===== src/rtl/uart_rx.sv =====
// Oversampling UART receiver: start-bit qualify at mid-bit, MSB-first data, optional parity, stop check.
// Define UART_RX_PARITY_EN to add the parity bit and the PARITY state (11-bit frame instead of 10).
module uart_rx #(
    parameter int OVERSAMPLE = 16
) (
    input  logic       clk,
    input  logic       reset,
    input  logic       rx,
    input  logic       bclk_rx,
    input  logic       p_sel,
    output logic [7:0] d_out,
    output logic       valid,
    output logic       parity_err,
    output logic       frame_err
);
    localparam int CW = $clog2(OVERSAMPLE);
    localparam logic [CW-1:0] HALF = CW'(OVERSAMPLE / 2 - 1);
    localparam logic [CW-1:0] LAST = CW'(OVERSAMPLE - 1);

`ifdef UART_RX_PARITY_EN
    typedef enum logic [2:0] {IDLE, START, DATA, PARITY, STOP, WAIT_HIGH} state_t;
`else
    typedef enum logic [2:0] {IDLE, START, DATA, STOP, WAIT_HIGH} state_t;
`endif

    state_t          state_q, state_d;
    logic [CW-1:0]   cnt_q, cnt_d;
    logic [2:0]      bit_q, bit_d;
    logic [7:0]      shreg_q, shreg_d;
    logic [7:0]      d_out_q, d_out_d;
    logic            valid_q, valid_d;
    logic            parity_err_q, parity_err_d;
    logic            frame_err_q, frame_err_d;
    logic            sync1_q, sync2_q;
    logic            perr_q, perr_d;
    logic            rx_s;

    assign rx_s = sync2_q;

    always_comb begin
        state_d      = state_q;
        cnt_d        = cnt_q;
        bit_d        = bit_q;
        shreg_d      = shreg_q;
        d_out_d      = d_out_q;
        valid_d      = 1'b0;
        parity_err_d = parity_err_q;
        frame_err_d  = frame_err_q;
        perr_d       = perr_q;
        if (bclk_rx) begin
            case (state_q)
                IDLE: begin
                    if (!rx_s) begin
                        state_d = START;
                        cnt_d   = '0;
                    end
                end
                START: begin
                    if (cnt_q == HALF) begin
                        // A start bit that is high again at mid-bit was only a glitch.
                        cnt_d   = '0;
                        bit_d   = '0;
                        state_d = rx_s ? IDLE : DATA;
                    end else begin
                        cnt_d = cnt_q + CW'(1);
                    end
                end
                DATA: begin
                    if (cnt_q == LAST) begin
                        cnt_d   = '0;
                        shreg_d = {shreg_q[6:0], rx_s};
                        bit_d   = bit_q + 3'd1;
                        if (bit_q == 3'd7) begin
`ifdef UART_RX_PARITY_EN
                            state_d = PARITY;
`else
                            state_d = STOP;
`endif
                        end
                    end else begin
                        cnt_d = cnt_q + CW'(1);
                    end
                end
`ifdef UART_RX_PARITY_EN
                PARITY: begin
                    if (cnt_q == LAST) begin
                        cnt_d   = '0;
                        perr_d  = rx_s != (p_sel ? ^shreg_q : ~^shreg_q);
                        state_d = STOP;
                    end else begin
                        cnt_d = cnt_q + CW'(1);
                    end
                end
`endif
                STOP: begin
                    if (cnt_q == LAST) begin
                        cnt_d        = '0;
                        valid_d      = 1'b1;
                        d_out_d      = shreg_q;
                        parity_err_d = perr_q;
                        frame_err_d  = ~rx_s;
                        // A low stop bit means break: wait for the line to recover first.
                        state_d      = rx_s ? IDLE : WAIT_HIGH;
                    end else begin
                        cnt_d = cnt_q + CW'(1);
                    end
                end
                WAIT_HIGH: begin
                    if (rx_s) state_d = IDLE;
                end
                default: state_d = IDLE;
            endcase
        end
    end

    always_ff @(posedge clk or posedge reset) begin
        if (reset) begin
            state_q      <= IDLE;
            cnt_q        <= '0;
            bit_q        <= '0;
            shreg_q      <= '0;
            d_out_q      <= '0;
            valid_q      <= 1'b0;
            parity_err_q <= 1'b0;
            frame_err_q  <= 1'b0;
            perr_q       <= 1'b0;
            sync1_q      <= 1'b1;
            sync2_q      <= 1'b1;
        end else begin
            state_q      <= state_d;
            cnt_q        <= cnt_d;
            bit_q        <= bit_d;
            shreg_q      <= shreg_d;
            d_out_q      <= d_out_d;
            valid_q      <= valid_d;
            parity_err_q <= parity_err_d;
            frame_err_q  <= frame_err_d;
            perr_q       <= perr_d;
            sync1_q      <= rx;
            sync2_q      <= sync1_q;
        end
    end

    assign d_out     = d_out_q;
    assign valid     = valid_q;
    assign frame_err = frame_err_q;
`ifdef UART_RX_PARITY_EN
    assign parity_err = parity_err_q;
`else
    logic unused_p_sel;
    assign unused_p_sel = p_sel;
    assign parity_err   = 1'b0;
`endif

endmodule


===== config.mk =====
export PLATFORM = sky130hd
export DESIGN_NAME = uart_rx
export DESIGN_NICKNAME = d
export VERILOG_FILES = /design/src/rtl/uart_rx.sv
export SDC_FILE = /design/constraint.sdc
export NUM_CORES = 1
export LEC_CHECK = 0
export CAP_MARGIN = 5
export CORE_MARGIN = 1
export CORE_UTILIZATION = 45
export DETAILED_ROUTE_END_ITERATION = 7
export PLACE_DENSITY = 0.71
export SLEW_MARGIN = 20
export SYNTH_ARGS = -nofsm -noshare
export SYNTH_HDL_FRONTEND = slang
export SYNTH_SLANG_ARGS = --single-unit

===== constraint.sdc =====
create_clock -name clk -period 2.8 [get_ports clk]
set_clock_uncertainty 0.15 [all_clocks]
set_input_delay 0.84 -clock clk [delete_from_list [all_inputs] [get_ports clk]]
set_output_delay 0.84 -clock clk [all_outputs]
set_load 0.02 [all_outputs]

# After elaboration in Yosys (flattened, before gate mapping)
# Index checks and enable logic that the tools add are counted.
[word_totals]
ff_bits = 30
latch_bits = 0
ram_bits = 0
mem_bits_ro = 0
inputBits = 5
output_inout_bits = 11
wordCells = 53
n_memories = 0
[classes]
add_sub_neg = 2
multipliers = 0
div = 0
order_cmp = 0
n_eq_ne = 13
shifts = 0
mux = 19
n_bitwise = 1
n_reduce_logical = 9
[op_table]
columns = ["operator", "count"]
rows = [
  ["2-to-1 mux 3 bit", 9],
  ["case mux 3 bit (5 select lines)", 1],
  ["2-to-1 mux 4 bit", 3],
  ["!= test 2 bit (second input constant)", 6],
  ["case mux 4 bit (3 select lines)", 1],
  ["AND reduction 3 bit", 3],
  ["AND reduction 7 bit", 1],
  ["== test 3 x 2 -> 1 bit (second input constant)", 2],
  ["== test 3 bit (second input constant)", 2],
  ["case mux 3 bit (2 select lines)", 1],
  ["adder 4 x 1 -> 4 bit (second input constant)", 1],
  ["== test 4 x 3 -> 1 bit (second input constant)", 1],
  ["== test 4 bit (second input constant)", 1],
  ["AND reduction 4 bit", 1],
  ["adder 3 x 1 -> 3 bit (second input constant)", 1],
  ["== test 3 x 1 -> 1 bit (second input constant)", 1],
  ["logical NOT 3 bit", 1],
  ["2-to-1 mux 1 bit", 3],
  ["nonzero test 3 bit", 1],
  ["2-to-1 mux 2 bit", 1],
  ["nonzero test 2 bit", 1],
  ["OR reduction 2 bit", 1],
  ["inverter 1 bit", 1],
]

# Depth between registers and ports, before layout
# Gate-level depths: netlist of the first run.
[logic_depth]
depth_word = 4
ltp_mapped = 5
depth_no_buf = 4

# Worst setup path after synthesis of the first run
# No wires, ideal clock.
[synth_path]
path_kind = "input -> register"
start = "input bclk_rx"
end = "register d_out_q[0] (netlist: d_out[0])"
setup_ns = 0.125
arrival_ns = 1.743
slack_ns = 0.782
path_stages = 4
path_buffers = 1
path_cell_list = "and4_1 -> and4_1 -> buf_4 -> mux2_2"
[synth_between]
elab_chain_len = 1
[synth_lines]
columns = ["item", "line_no", "text"]
rows = [
  ["start: declaration", "9", "input logic bclk_rx,"],
  ["AND reduction 3 bit (no line)", "-", ""],
  ["end signal: assignment", "134", "d_out_q <= d_out_d;"],
  ["end: declaration", "30", "logic [7:0] d_out_q, d_out_d;"],
]
# Every way passes these cells.
# A chain may end at the register's enable or synchronous reset.

# Final worst setup path of the first run
[layout_path]
start = "register d_out_q[2] (netlist: d_out[2])"
end = "output d_out[2]"
[layout_lines]
columns = ["item", "line_no", "text"]
rows = [
  ["end: declaration", "11", "output logic [7:0] d_out,"],
]
# No word-level cell between the ends.

==> flow_summary_export.csv, run 1 <==
group,metric,value,unit
cts,cts_setup_buffers,0,
cts,cts_resized,0,
worst_hold_path,holdPathEnd,"rx_s$_DFF_PP1_",
logic_synthesis,synth_nets,114,
outcome,status,"finished with violations",
critical_path,crit_buf_inv,1,
pwr,total_power,1.042,mW
logic_synthesis,ys_types,37,
finish,layout_commonest_cell,"dfrtp_1",
global_routing,grt_max_degree,31,
floorplan,core,0.002829,mm^2
placed_design,post_dp_cell_area,0.001520,mm^2
detailed_routing,dr.pass1.iters,6,
global_routing,grt.met1_usage,20.36,%
timing,rsz0062_at_grt,"false",
cts,cts_tree,"yes",
cts,ctsHoldBuffers,0,
detailed_routing,wl,2304,um
finish,antenna_cells,0,
logic_synthesis,synthArstFlopShare,100.0,%
outcome,violations,"DRC",
floorplan,start_util,48.47,%
critical_path,cp_max_fo,2,
timing,final_hold_viol_count,0,
floorplan,io_pins,16,
pwr,ir_drop,0.3688,mV
logic_synthesis,synth_top_area_share,51.09,%
timing,post-route-min-period,2.306,ns
critical_path,critPathKind,"flop to output pin",
logic_synthesis,syn_avg_cell_area,12.94,um^2
global_routing,grt_usage,17.62,%
finish,fin_cells,156,
timing,setup_viol,0,
logic_synthesis,synth.cell_area,0.001371,mm^2
logic_synthesis,synth-edff-count,0,
logic_synthesis,synth_cells,106,
critical_path,reg2reg_depth,3,
critical_path,critPathSlowestCell,"clkdlybuf4s50_1",
critical_path,rrSetupSlack,0.81,ns
cts,clk_latency,0.33,ns
floorplan,die_area,0.003272,mm^2
timing,whs,0.2148,ns
finish,area_growth,15.51,%
cts,clkSinkCount,30,
pwr,p_leak,0.7294,nW
critical_path,regToRegStartpoint,"state_q[1]$_DFFE_PP0P_",
critical_path,start_kind,"flop",
placed_design,gp_congestion,0.7740,
global_routing,grt.busiest_layer,"met2",
timing,finalCritPeriodShare,82.37,%
logic_synthesis,ys_seq_area_share,54.93,%
global_routing,grt_pass1_vias,971,
global_routing,grt_pass1_wl,4229,um
detailed_routing,vias,883,
floorplan,std_cell_rows,19,
finish,fin_nets,132,
critical_path,cp.arrival,1.32,ns
worst_hold_path,min_path_type,"flop to flop",
logic_synthesis,synth_largest_area_cell,"dfrtp_1",
critical_path,cpPeakStageDelay,0.63,ns
placed_design,place_hpwl,1657,um
placed_design,io_buffer_count,13,
timing,tns,0,ns
global_routing,grtUsageMet3,5.669,%
finish,final_cell_mix,"dfrtp_1, mux2_2, clkdlybuf4s50_1",
cts,cts.reportedPaths.clkPinSlew,0.09,ns
run,maxCapViolCount,0,
critical_path,worstReg2RegEnd,"shreg_q[1]$_DFFE_PP0P_",
worst_hold_path,min_from,"sync1_q$_DFF_PP1_",
detailed_routing,viasPerCell,5.660,
logic_synthesis,ys_dominant_reg_cell,"dfrtp_1",
critical_path,end_kind,"output pin",
logic_synthesis,ys_warn_count,0,
detailed_routing,wl_per_cell,14.77,um
worst_hold_path,hold_depth,0,
timing,slew_violations,0,
detailed_routing,drt.antenna.violating_nets,0,
cts,clockBufferDepth,2,
floorplan,dieWidth,57.20,um
cts,htreeDepth,2,
cts,root_buffer,"clkbuf_4",
detailed_routing,drc_errors,2,
logic_synthesis,ys_ff_latch,30,
timing,fmax,433.6,MHz
pwr,p_per_area,657.5,mW/mm^2
detailed_routing,drtIter0Drc,41,
global_routing,gr-total-overflow,0,
finish,finalInstanceArea,0.001584,mm^2
critical_path,path_delay_family,"buffers and inverters",
logic_synthesis,synth.area.top_cells,"dfrtp_1, mux2_2, dfstp_2",
critical_path,crit_required,1.81,ns
finish,drive_above_1_share,27.20,%
global_routing,grt_util_met2,28.24,%
placed_design,dpl.cell_count,148,
critical_path,cp_cell_sequence,"clkdlybuf4s50_1",
cts,numCtsBuffers,5,
floorplan,die_y,57.20,um
global_routing,antenna_found_initial,0,
-- cells in the mapped netlist, types with 2 or more instances --
library cell	number
dfrtp_1	28
mux2_2	17
inv_1	7
nand2_1	5
mux2i_1	4
nor2_1	4
a22o_1	3
and4_1	3
ha_1	3
a21oi_1	2
buf_4	2
buf_6	2
dfstp_2	2
-- layout make-up --
type	instances	area, um^2
repair buffers	16	152.6
clock inverters	2	12.51
flip-flops and latches	30	753.2
multi-input cells	64	549.3
well taps	31	38.79
clock buffers	6	51.30
inverters	7	26.28
fillers	261	1245
-- worst max-delay path by stage --
stage / from / to / slack (ns) / depth (start not counted)
global placement: bclk_rx / d_out[2]$_DFFE_PP0P_ / 0.18 / 5
finish: d_out[2]$_DFFE_PP0P_ / d_out[2] / 0.49 / 1
floorplan: bclk_rx / d_out[0]$_DFFE_PP0P_ / 0.78 / 4
detailed placement: bclk_rx / d_out[6]$_DFFE_PP0P_ / 0.16 / 5
global route: d_out[2]$_DFFE_PP0P_ / d_out[2] / 0.45 / 1
CTS: d_out[2]$_DFFE_PP0P_ / d_out[2] / 0.47 / 1
-- kinds of logic (layout without fill, tap and decap cells) --
| group | Yosys count | count (layout) | synth area share (%) |
|---|---|---|---|
| flip-flops | 30 | 30 | 54.93 |
| AND/OR/NAND/NOR | 24 | 24 | 10.49 |
| multiplexers | 21 | 21 | 16.88 |
| AO/OA/AOI/OAI | 14 | 14 | 9.034 |
| buffers and inverters | 12 | 31 | 5.018 |
| adder cells (fa/ha/maj) | 3 | 3 | 2.738 |
| other | 1 | 1 | 0.2735 |
| XOR/XNOR | 1 | 1 | 0.6388 |
-- per-layer routing --
metal  vias up  routed length, um
met5         -                  0
met4         0                 42
met3         5                103
met2        19               1198
met1       449                961
li1        410                  -
-- registers in the layout, summed over array words and instances (netlist names) --
| signal | count |
|---|---|
| valid | 1 |
| d_out | 8 |
| rx_s | 1 |
| shreg_q | 8 |
| bit_q | 3 |
| frame_err | 1 |
| cnt_q | 4 |
| state_q | 3 |
| sync1_q | 1 |
-- report_power, final --
group | internal [mW] | total, mW | switching, mW
Combinational | 0.114 | 0.215 | 0.101
Sequential | 0.488 | 0.553 | 0.0647
Clock | 0.121 | 0.274 | 0.153
Total | 0.722 | 1.04 | 0.319
-- stage by stage --
step / util, % / setup slack (ns)
2_1_floorplan: - / 0.7824
3_3_place_gp: 53.74 / 0.1792
3_5_place_dp: 53.74 / 0.1594
4_1_cts: 55.99 / 0.4677
5_1_grt: 55.99 / 0.4450
6_report: 55.99 / 0.4935
(Power assumes the default switching activity.)
==> run 2: changes to the inputs <==
--- a/config.mk
+++ b/config.mk
@@ -9,7 +9,7 @@
 export CORE_MARGIN = 1
 export CORE_UTILIZATION = 45
 export DETAILED_ROUTE_END_ITERATION = 7
-export PLACE_DENSITY = 0.71
+export PLACE_DENSITY = 0.74
 export SLEW_MARGIN = 20
 export SYNTH_ARGS = -nofsm -noshare
 export SYNTH_HDL_FRONTEND = slang
==> constraint.sdc (replaced) <==
create_clock -name clk -period 1.89 [get_ports clk]
set_clock_uncertainty 0.15 [all_clocks]
set_input_delay 0.567 -clock clk [delete_from_list [all_inputs] [get_ports clk]]
set_output_delay 0.567 -clock clk [all_outputs]
set_load 0.02 [all_outputs]
==> run 2 against run 1 <==
The run still ends with DRC left. Worst hold slack hardly changed. Non-clock buffer count is 10 higher. Register-to-register slack worse by 0.79 ns. Cell count is 6.4% higher. Routed wire length is 13% higher. Total power is 67% higher. Critical path depth is 4 higher. Cell area is 8.4% higher. Largest cell class unchanged. Highest routed layer unchanged.
==> flow_summary_export.csv, run 2 (synthesized netlist as in run 1, its figures left out) <==
group,metric,value,unit
floorplan,io_pins,16,
timing,setup_viol,0,
timing,whs,0.2148,ns
detailed_routing,wl_per_cell,15.72,um
global_routing,antenna_found_initial,0,
finish,final_util,60.68,%
detailed_routing,dr.pass1.iters,6,
critical_path,critPathKind,"flop to flop",
detailed_routing,vias,927,
critical_path,cp_max_fo,4,
finish,antenna_cells,0,
timing,final_hold_viol_count,0,
timing,fmax,533.6,MHz
placed_design,place_hpwl,1718,um
timing,post-route-min-period,1.874,ns
outcome,status,"finished with violations",
cts,clk_latency,0.33,ns
critical_path,crit_required,1.96,ns
floorplan,die_area,0.003272,mm^2
placed_design,io_buffer_count,13,
placed_design,post_dp_cell_area,0.001590,mm^2
timing,fin_ws,0.01596,ns
cts,numCtsBuffers,5,
cts,root_buffer,"clkbuf_4",
global_routing,grt_pass1_vias,935,
worst_hold_path,min_path_type,"flop to flop",
detailed_routing,drtIter0Drc,19,
cts,clockBufferDepth,2,
pwr,ir_drop,0.6082,mV
placed_design,post-place-ws,-0.4562,ns
global_routing,grt_max_degree,31,
critical_path,start_kind,"flop",
global_routing,gr-total-overflow,0,
finish,area_growth,25.18,%
timing,rsz0062_at_grt,"true",
timing,slew_violations,0,
global_routing,grt_pass1_wl,4381,um
placed_design,gp_congestion,0.7599,
floorplan,std_cell_rows,19,
detailed_routing,drc_errors,2,
floorplan,dieWidth,57.20,um
finish,layout_commonest_cell,"dfrtp_1",
detailed_routing,wl,2610,um
run,maxCapViolCount,0,
finish,fin_nets,142,
global_routing,grt_usage,18.65,%
finish,finalInstanceArea,0.001717,mm^2
detailed_routing,viasPerCell,5.584,
cts,clkSinkCount,30,
floorplan,core,0.002829,mm^2
detailed_routing,drt.antenna.violating_nets,0,
floorplan,die_y,57.20,um
cts,htreeDepth,2,
pwr,p_per_area,1012,mW/mm^2
critical_path,reg2reg_depth,5,
timing,finalCritPeriodShare,99.16,%
outcome,violations,"DRC",
floorplan,start_util,48.47,%
cts,cts_tree,"yes",
critical_path,cp.arrival,1.94,ns
cts,cts.reportedPaths.clkPinSlew,0.09,ns
finish,drive_above_1_share,34.07,%
finish,final_cell_mix,"dfrtp_1, mux2_2, dlygate4sd2_1",
pwr,p_leak,0.8484,nW
worst_hold_path,hold_depth,0,
critical_path,end_kind,"flop",
[run 2: per-layer routing]
metal	wire (um)	share of wire [%]	vias up	GRT usage (%)
li1	-	-	434	-
met1	1143	44	456	22.51
met2	1289	49	28	30.59
met3	114	4.4	9	6.122
met4	62	2.4	0	8.362
met5	0	0	-	0
[run 2: final cells by class]
class                      instances  area, um^2
sequential                        30       753.2
fill                             227        1112
clock buffer                       7       45.04
multi-input combinational         64       559.3
inverter                           7       26.28
timing repair buffer              26       264.0
tap                               31       38.79
clock inverter                     1       30.03
[run 2: report_power, final]
part           internal [mW]  switching [mW]  leakage (nW)
Clock                  0.280           0.218        0.0395
Combinational          0.231           0.209         0.424
Sequential             0.724          0.0747         0.385
[run 2: what timing repair did]
item                       in CTS  in global routing
gates cloned                    1                  0
setup buffers                   2                  1
hold buffers                    0                  0
resized for setup              14                  2
pin swaps                       2                  2
setup endpoints to repair      22                 13
[run 2: path summary, 6_finish.rpt]
path                                           start              endpoint  slack [ns]
worst max-delay path            cnt_q[1]$_DFFE_PP0P_  d_out[2]$_DFFE_PP0P_        0.02
worst min-delay path               sync1_q$_DFF_PP1_        rx_s$_DFF_PP1_        0.21
worst max register to register  cnt_q[1]$_DFFE_PP0P_  d_out[2]$_DFFE_PP0P_        0.02
worst min register to register     sync1_q$_DFF_PP1_        rx_s$_DFF_PP1_        0.21
max in group asynchronous                      reset     sync1_q$_DFF_PP1_        0.94
min in group asynchronous                      reset  bit_q[0]$_DFFE_PP0P_        0.41
[run 2: critical path, cell delays in order, from the launching register on]
cell and delay, ns:
dfrtp_1 0.39, ha_2 0.20, and4_4 0.24, and4_4 0.22, bufbuf_16 0.25, mux2_2 0.32
[run 2: metrics by stage]
stage / setup TNS, ns / power (mW) / cells
3_3_place_gp: -7.850 / 1.175 / 154
4_1_cts: 0 / 1.727 / 165
3_5_place_dp: -8.598 / 1.209 / 154
5_1_grt: -0.1335 / 1.828 / 166
6_report: 0 / 1.737 / 166
2_1_floorplan: 0 / 1.095 / 106
==> run 3: changes to the inputs <==
--- a/config.mk
+++ b/config.mk
@@ -7,9 +7,9 @@
 export LEC_CHECK = 0
 export CAP_MARGIN = 5
 export CORE_MARGIN = 1
-export CORE_UTILIZATION = 45
+export CORE_UTILIZATION = 49
 export DETAILED_ROUTE_END_ITERATION = 7
-export PLACE_DENSITY = 0.74
+export PLACE_DENSITY = 0.79
 export SLEW_MARGIN = 20
 export SYNTH_ARGS = -nofsm -noshare
 export SYNTH_HDL_FRONTEND = slang
==> run 3 against run 2 <==
Sequential share of layout area up 1.5 points. First-iteration DRC count shrank 26%. Critical path type unchanged. Critical path depth stayed put. Utilization increased by 4.0 points. Sequential power barely moved. The flow now finishes without violations.
==> flow_summary_export.csv, run 3 (synthesized netlist as in run 1, its figures left out) <==
group,metric,value,unit
cts,clk_latency,0.32,ns
pwr,p_int,1.072,mW
pwr,seq_power_share,51.7,%
finish,n_fill_cell,216,
critical_path,cp_max_fo,9,
critical_path,cp.arrival,1.84,ns
cts,clockBufferDepth,2,
detailed_routing,wl,2440,um
global_routing,grt_max_degree,16,
pwr,switching_share,30.70,%
timing,setup_viol,0,
cts,numCtsBuffers,5,
critical_path,rrSetupSlack,0.10,ns
finish,final_util,64.72,%
timing,finalCritPeriodShare,94.62,%
finish,drive_above_1_share,33.33,%
detailed_routing,drt.antenna.violating_nets,0,
critical_path,critPathKind,"flop to flop",
run,maxCapViolCount,0,
timing,post-route-min-period,1.788,ns
pwr,total_power,1.546,mW
global_routing,grt_pass1_wl,3974,um
critical_path,cp_cell_sequence,"ha_1, and4_4, and4_4, buf_12, mux2_2",
pwr,switchingPower,474.8,uW
finish,final_cell_mix,"dfrtp_1, mux2_2, dlygate4sd2_1, buf_4, inv_1",
critical_path,end_kind,"flop",
timing,final_hold_viol_count,0,
pwr,pwr-share-clk,22.9,%
floorplan,io_pins,16,
finish,layout_commonest_cell,"dfrtp_1",
placed_design,gp_congestion,0.8347,
finish,fin_nets,142,
finish,register_area,753.2,um^2
detailed_routing,drtIter0Drc,14,
detailed_routing,wl_per_cell,14.79,um
outcome,status,"completed",
floorplan,start_util,53.41,%
finish,antenna_cells,0,
detailed_routing,vias,904,
pwr,p_comb_share,25.4,%
floorplan,die_y,54.90,um
cts,cts_tree,"yes",
finish,area_growth,21.17,%
critical_path,critPathSlowestCell,"dfrtp_1",
finish,multiInputGateArea,554.3,um^2
floorplan,dieWidth,54.90,um
global_routing,grt_usage,19.67,%
cts,cts.reportedPaths.clkPinSlew,0.09,ns
detailed_routing,viasPerCell,5.479,
floorplan,die_area,0.003014,mm^2
pwr,p_leak,0.8298,nW
floorplan,std_cell_rows,18,
cts,cts_setup_buffers,0,
global_routing,grt_pass1_vias,890,
timing,whs,0.2112,ns
detailed_routing,drc_errors,0,
critical_path,start_kind,"flop",
pwr,p_per_area,930.6,mW/mm^2
critical_path,crit_required,1.95,ns
worst_hold_path,min_path_type,"flop to flop",
cts,htreeDepth,2,
timing,slew_violations,0,
global_routing,antenna_found_initial,0,
global_routing,gr-total-overflow,0,
timing,rsz0062_at_grt,"false",
placed_design,io_buffer_count,13,
timing,fmax,559.2,MHz
cts,root_buffer,"clkbuf_4",
detailed_routing,dr.pass1.iters,5,
floorplan,core,0.002567,mm^2
critical_path,cpPeakStageDelay,0.40,ns
critical_path,crit_top_cell,"and4_4",
cts,clkSinkCount,30,
pwr,ir_drop,0.7621,mV
placed_design,place_hpwl,1826,um
==> run 3: changes by cell type in the layout (fill, tap and decap cells not counted) <==
cell and change:
and2_0 +1, and2_1 -1, buf_4 +1, bufbuf_16 -1
bufinv_16 -1, clkbuf_1 -1, clkinv_2 +2, ha_1 +1
ha_2 -1, nand2_1 +1, nand2_2 -1
==> run 3: timing repair <==
item / CTS / global route
gates resized for setup: 13 / 0
hold buffers: 0 / 0
endpoints found under the setup margin: 22 / 0
==> run 3: layout make-up <==
type	count	area share (%)
sequential	30	45.33
multi-input combinational	64	33.36
timing repair buffer	26	14.38
clock buffer	6	2.485
tap	30	2.259
inverter	7	1.581
clock inverter	2	0.6024
==> run 3: final timing paths <==
| check | start | end | depth (start not counted) |
|---|---|---|---|
| setup / recovery | cnt_q[0]$_DFFE_PP0P_ | d_out[5]$_DFFE_PP0P_ | 5 |
| hold / removal | sync1_q$_DFF_PP1_ | rx_s$_DFF_PP1_ | 0 |
| setup reg to reg | cnt_q[0]$_DFFE_PP0P_ | d_out[5]$_DFFE_PP0P_ | 5 |
| hold reg to reg | sync1_q$_DFF_PP1_ | rx_s$_DFF_PP1_ | 0 |
| max in group asynchronous | reset | sync1_q$_DFF_PP1_ | 3 |
| min in group asynchronous | reset | valid$_DFF_PP0_ | 2 |
==> run 3: metrics by stage <==
stage | TNS [ns] | area [um^2] | worst slack (ns) | cells
final | 0 | 1662 | 0.1017 | 165
after CTS | 0 | 1662 | 0.08682 | 165
after detailed placement | -8.268 | 1619 | -0.4213 | 157
after floorplan | 0 | 1371 | 0.1454 | 106
after global placement | -8.078 | 1619 | -0.4155 | 157
after global routing | 0 | 1662 | 0.01036 | 165
==> run 3: layer usage <==
layer | track usage (%) | up-vias | wire length, um
li1 | - | 432 | -
met1 | 24.64 | 442 | 1071
met2 | 32.13 | 23 | 1235
met3 | 7.377 | 7 | 104
met4 | 5.000 | 0 | 29
met5 | 0 | - | 0
==> run 3: critical path: cells and delay by family, from the launching register on <==
kind | cells | cell delay [ns]
AND/OR/NAND/NOR | 2 | 0.48
multiplexers | 1 | 0.33
flip-flops | 1 | 0.40
adder cells (fa/ha/maj) | 1 | 0.19
buffers and inverters | 1 | 0.12
==> run 3: power by group through the flow <==
stage               registers [mW]  clock network, mW  logic [mW]
floorplan                    0.796                  0       0.299
global placement             0.804                  0       0.375
detailed placement           0.811                  0       0.395
CTS                          0.800              0.364       0.398
global route                 0.811              0.402       0.443
finish                       0.800              0.354       0.392
